[config.mk]
export PLATFORM = sky130hd
export DESIGN_NAME = cpu_player
export DESIGN_NICKNAME = d
export VERILOG_FILES = /design/src/rtl/tow_pkg.sv /design/src/rtl/tick_gen.sv /design/src/rtl/cpu_player.sv
export SDC_FILE = /design/constraint.sdc
export NUM_CORES = 1
export LEC_CHECK = 0
export ABC_AREA = 0
export CAP_MARGIN = 20
export CORE_MARGIN = 2
export CORE_UTILIZATION = 45
export DETAILED_ROUTE_END_ITERATION = 12
export MAX_ROUTING_LAYER = met4
export PLACE_DENSITY = 0.85
export RECOVER_POWER = 100
export SETUP_SLACK_MARGIN = 0.4
export SLEW_MARGIN = 5
export SYNTH_ARGS = -nofsm -noshare
export SYNTH_HDL_FRONTEND = slang
export SYNTH_SLANG_ARGS = --single-unit
[constraint.sdc]
create_clock -name clk -period 1.5 [get_ports clk]
set_input_delay 0.3 -clock clk [delete_from_list [all_inputs] [get_ports clk]]
set_output_delay 0.3 -clock clk [all_outputs]
set_load 0.005 [all_outputs]
[src/rtl/tow_pkg.sv]
// Shared Tug of War definitions: LFSR width and the computer-player state encoding.
package tow_pkg;

    localparam int unsigned LFSR_W = 10;

    typedef enum logic [1:0] {
        IDLE,
        SAMPLE,
        PRESS,
        HOLD
    } cpu_state_t;

endpackage

[src/rtl/tick_gen.sv]
// Free-running sample divider: tick marks the last cycle of every DIV-cycle period while en is high.
module tick_gen #(
    parameter int unsigned DIV = 8
) (
    input  logic clk,
    input  logic r,
    input  logic en,
    output logic tick
);

    localparam int unsigned   TW   = (DIV > 1) ? $clog2(DIV) : 1;
    localparam logic [TW-1:0] LAST = TW'(DIV - 1);

    logic [TW-1:0] r_tcnt;

    always_ff @(posedge clk or posedge r) begin
        if (r) begin
            r_tcnt <= '0;
        end else if (!en || (r_tcnt == LAST)) begin
            r_tcnt <= '0;
        end else begin
            r_tcnt <= r_tcnt + 1'b1;
        end
    end

    assign tick = en && (r_tcnt == LAST);

endmodule

[src/rtl/cpu_player.sv]
// Computer opponent: samples LFSR against difficulty on each tick and emits
// a single-cycle press followed by a HOLDOFF-cycle lockout.
module cpu_player
    import tow_pkg::*;
#(
    parameter int unsigned W       = LFSR_W,
    parameter int unsigned DIV     = 8,
    parameter int unsigned HOLDOFF = 4
) (
    input  logic         clk,
    input  logic         r,
    input  logic         en,
    input  logic [W-1:0] rnd,
    input  logic [W-2:0] level,
    output logic         press,
    output logic         busy,
    output logic [7:0]   count
);

    localparam int unsigned   HW        = (HOLDOFF > 1) ? $clog2(HOLDOFF) : 1;
    localparam logic [HW-1:0] HOLD_LAST = HW'(HOLDOFF - 1);

    cpu_state_t    r_state;
    cpu_state_t    w_next;
    logic [HW-1:0] r_hcnt;
    logic [7:0]    r_count;
    logic          w_tick;
    logic          w_hit;

    tick_gen #(
        .DIV (DIV)
    ) u_tick_gen (
        .clk  (clk),
        .r    (r),
        .en   (en),
        .tick (w_tick)
    );

    // level is one bit narrower than rnd, so level can never equal 2^W-1 and never ties above
    assign w_hit = ({1'b0, level} > rnd);

    always_comb begin
        w_next = r_state;
        if (!en) begin
            w_next = IDLE;
        end else begin
            case (r_state)
                IDLE:    w_next = SAMPLE;
                SAMPLE:  if (w_tick && w_hit) w_next = PRESS;
                PRESS:   w_next = HOLD;
                HOLD:    if (r_hcnt == '0) w_next = SAMPLE;
                default: w_next = IDLE;
            endcase
        end
    end

    always_ff @(posedge clk or posedge r) begin
        if (r) begin
            r_state <= IDLE;
        end else begin
            r_state <= w_next;
        end
    end

    always_ff @(posedge clk or posedge r) begin
        if (r) begin
            r_hcnt <= '0;
        end else if (r_state == PRESS) begin
            r_hcnt <= HOLD_LAST;
        end else if ((r_state == HOLD) && (r_hcnt != '0)) begin
            r_hcnt <= r_hcnt - 1'b1;
        end
    end

    always_ff @(posedge clk or posedge r) begin
        if (r) begin
            r_count <= '0;
        end else if ((r_state == PRESS) && (r_count != 8'hFF)) begin
            r_count <= r_count + 8'd1;
        end
    end

    assign press = (r_state == PRESS);
    assign busy  = (r_state == HOLD);
    assign count = r_count;

endmodule

==> flow_metrics.env <==
export IMPL_setup_viol=4
export IMPL_grt_pass1_vias=1265
export IMPL_synthCells=108
export IMPL_worst_setup_path_type="reg -> reg"
export IMPL_holdWs_ns=0.523
export IMPL_critPathSlowestCell="dfrtp_1"
export IMPL_cp_arrival_ns=1.76
export IMPL_path_clk_slew_ns=0.09
export IMPL_grt_pass1_wl_microns=5840
export IMPL_ys_seq_area_share_pct=35.3
export IMPL_place_gp_congestion=0.718
export IMPL_synth_top_cell_by_area="dfrtp_1"
export IMPL_worstSkewPairLatency_ns=0.29
export IMPL_final_core_util_pct=89.9
export IMPL_hold_path_end="r_hcnt[1]"
export IMPL_comb_power_share_pct=66.8
export IMPL_p_int_mw=1.61
export IMPL_report_final_hold_viol_count=0
export IMPL_grt_overflow=0
export IMPL_htree_num_levels=1
export IMPL_endpoint_kind="flop"
export IMPL_ys_warnings_count=0
export IMPL_dpl_instance_area_sq_mm=0.00156
export IMPL_finalClockSkew_ns=0.00459
export IMPL_synth_fp_nets=147
export IMPL_synth_distinct_cells=28
export IMPL_required_ns=1.68
export IMPL_synth_seq_cells=15
export IMPL_final_antenna_net_count=0
export IMPL_dieArea_sq_mm=0.00277
export IMPL_grt_start_max_net_pins=16
export IMPL_irDropWorstVdd_v=0.000950
export IMPL_layout_drive_gt1_share_pct=61.5
export IMPL_async_reset_ff_share_pct=100
export IMPL_seqPwrFrac_pct=23.9
export IMPL_netlist_area_sq_mm=0.00106
export IMPL_rr_startpoint="count[3]"
export IMPL_rr_endpoint="count[1]"
export IMPL_num_rows=17
export IMPL_violations="setup timing"
export IMPL_synth_commonest_cells="17 x ha_1, 15 x dfrtp_1, 15 x inv_1"
export IMPL_holdPathStages=1
export IMPL_clockPowerShare_pct=9.3
export IMPL_cts_tree="yes"
export IMPL_setup_slack_ns=-0.0773
export IMPL_core_area_sq_mm=0.00221
export IMPL_ff2ff_path_depth=5
export IMPL_crit_buf_inv=1
export IMPL_num_vias=1214
export IMPL_pwr_density_cell_mw_per_mm2=1340
export IMPL_slew_headroom_pct=42.2
export IMPL_dp_hpwl_microns=1970
export IMPL_p_switching_mw=1.05
export IMPL_hold_buffers=0
export IMPL_wl_microns=4400
export IMPL_synth_edf_count=0
export IMPL_wl_per_cell_microns=21.0
export IMPL_gr_usage_all_layers_pct=30.7
export IMPL_remaining_drc_errors=0
export IMPL_slew_viol_final=0
export IMPL_io_buffers=31
export IMPL_fin_setup_tns_ns=-0.141
export IMPL_synth_most_common_cell="ha_1"
export IMPL_cts_buffers_inserted=3
export IMPL_finalInstanceArea_sq_mm=0.00199
export IMPL_drv_cap=0
export IMPL_fillers=93
export IMPL_yosysTopAreaCellShare_pct=35.3
export IMPL_netSwitchingFraction_pct=39.4
export IMPL_drt_iter0_markers=33
export IMPL_clock_sinks=15
export IMPL_cts_buffer_depth=2
export IMPL_power_mw=2.66
export IMPL_cp_cell_sequence="buf_6 > nand4_4 > or2_4 > o21ai_4 > mux2_4"
export IMPL_min_period_ns=1.58
export IMPL_timing_final_crit_share_pct=105
export IMPL_cellLeakagePower_nw=0.984
export IMPL_hp_class="reg -> reg"
export IMPL_holdCritStartpoint="r_hcnt[1]"
export IMPL_cp_top_family="flip-flops"
export IMPL_cp_max_fo=5
export IMPL_fin_nets=222
export IMPL_r2r_setup_slack_ns=-0.08
export IMPL_antenna_found_initial=0
export IMPL_io_pins=32
export IMPL_cts_root_buf="clkbuf_4"
export IMPL_cp_slowest_stage_delay_ns=0.40
export IMPL_worstSetupStartpointType="flop"
export IMPL_synth_top_flop_cell="dfrtp_1"
export IMPL_die_y_microns=52.6
export IMPL_vias_per_cell=5.78
export IMPL_tightest_slew_ns=0.867
export IMPL_insertedDiodeCount=0
export IMPL_status="complete, but fails checks"
export IMPL_initial_utilization_pct=48.0
export IMPL_dieWidth_microns=52.6
export IMPL_syn_avg_cell_area_sq_um=9.84
export IMPL_areaGrowthSynthToFinish_pct=87.3
export IMPL_fmax_mhz=634
export IMPL_rsz0062_at_grt="yes"
export IMPL_ys_top_cells_by_area="dfrtp_1 35%, ha_1 20%, inv_1 5.3%"
export IMPL_first_pass_iters=4
==> stage by stage <==
step           setup WS (ns)  cells
6_report             -0.0773    210
5_1_grt               -0.101    210
4_1_cts               0.0389    202
3_5_place_dp          -0.610    175
3_3_place_gp          -0.512    175
2_1_floorplan         0.0972    108
==> registers in the layout (all words and copies together) (netlist names) <==
| signal | count |
|---|---|
| count | 8 |
| r_hcnt | 2 |
| u_tick_gen.r_tcnt | 3 |
| r_state | 2 |
==> per-layer routing <==
metal | wire length (microns) | GRT usage, % | share of wire [%]
met4 | 209 | 15.0 | 4.7
met5 | 0 | - | 0
met3 | 333 | 7.71 | 7.6
met1 | 1540 | 27.1 | 35
met2 | 2320 | 59.4 | 53
==> power groups by stage <==
stage | sequential (mW) | clock (mW) | combinational [mW]
2_1_floorplan | 0.652 | 0 | 0.473
3_3_place_gp | 0.635 | 0 | 0.852
3_5_place_dp | 0.647 | 0 | 0.927
4_1_cts | 0.610 | 0.228 | 1.46
5_1_grt | 0.640 | 0.264 | 1.87
6_report | 0.635 | 0.247 | 1.77
==> layout by cell type (no fill, tap or decap), types with 2 or more instances in the layout <==
cell type | netlist | layout
nand3_1 | 10 | 7
ha_1 | 17 | 5
inv_2 | 0 | 6
ha_2 | 0 | 2
a21oi_1 | 5 | 3
clkbuf_4 | 0 | 3
clkbuf_2 | 0 | 12
inv_4 | 0 | 2
a21oi_2 | 0 | 2
clkbuf_1 | 0 | 2
nor2_4 | 0 | 3
a21o_1 | 2 | 2
and3_4 | 0 | 2
xor2_1 | 5 | 5
nand2b_4 | 0 | 2
and3b_1 | 2 | 2
inv_1 | 15 | 5
nor3b_1 | 5 | 3
nor3b_2 | 0 | 2
dlygate4sd2_1 | 0 | 5
nand2_1 | 4 | 3
buf_2 | 0 | 3
buf_4 | 0 | 23
xnor2_2 | 0 | 2
buf_6 | 0 | 23
o21ai_1 | 0 | 2
dfrtp_2 | 0 | 2
nand3_2 | 0 | 2
ha_4 | 0 | 10
dfrtp_1 | 15 | 13
==> worst max-delay path by stage <==
stage               start    endpoint  cells past startpoint
5_1_grt          count[1]    count[1]                      5
6_report         count[3]    count[1]                      5
3_3_place_gp       rnd[5]  r_state[1]                      8
2_1_floorplan    count[3]    count[1]                      4
3_5_place_dp       rnd[5]  r_state[0]                      8
4_1_cts        r_state[0]  r_state[0]                      6
==> logic make-up (layout without fill, tap and decap cells) <==
group                      count (synthesis)  in the layout  synth area share, %
xor gates and xnor gates                   8              8                 6.60
buffers and inverters                     15             89                 5.30
AOI/OAI and AO/OA                         15             15                 10.7
adders and majority gates                 17             17                 20.0
muxes                                      1              1                 1.41
and+or+nand+nor                           37             37                 20.6
DFF                                       15             15                 35.3
==> layout make-up <==
cell class                 instances  area, sq um  share of cell area, %
clock buffer                       4         26.3                   1.32
inverter                          15         73.8                   3.71
multi-input combinational         78          890                   44.7
sequential                        15          378                   19.0
tap                               28         35.0                   1.76
timing repair buffer              70          587                   29.5
==> what timing repair did <==
action	4_1_cts	5_1_grt
endpoints found under the setup margin	25	25
pin swaps	23	14
setup buffers	23	8
endpoints found under the hold margin	0	0
resized for setup	101	46
Note: power is estimated with default switching activity, not from simulation.
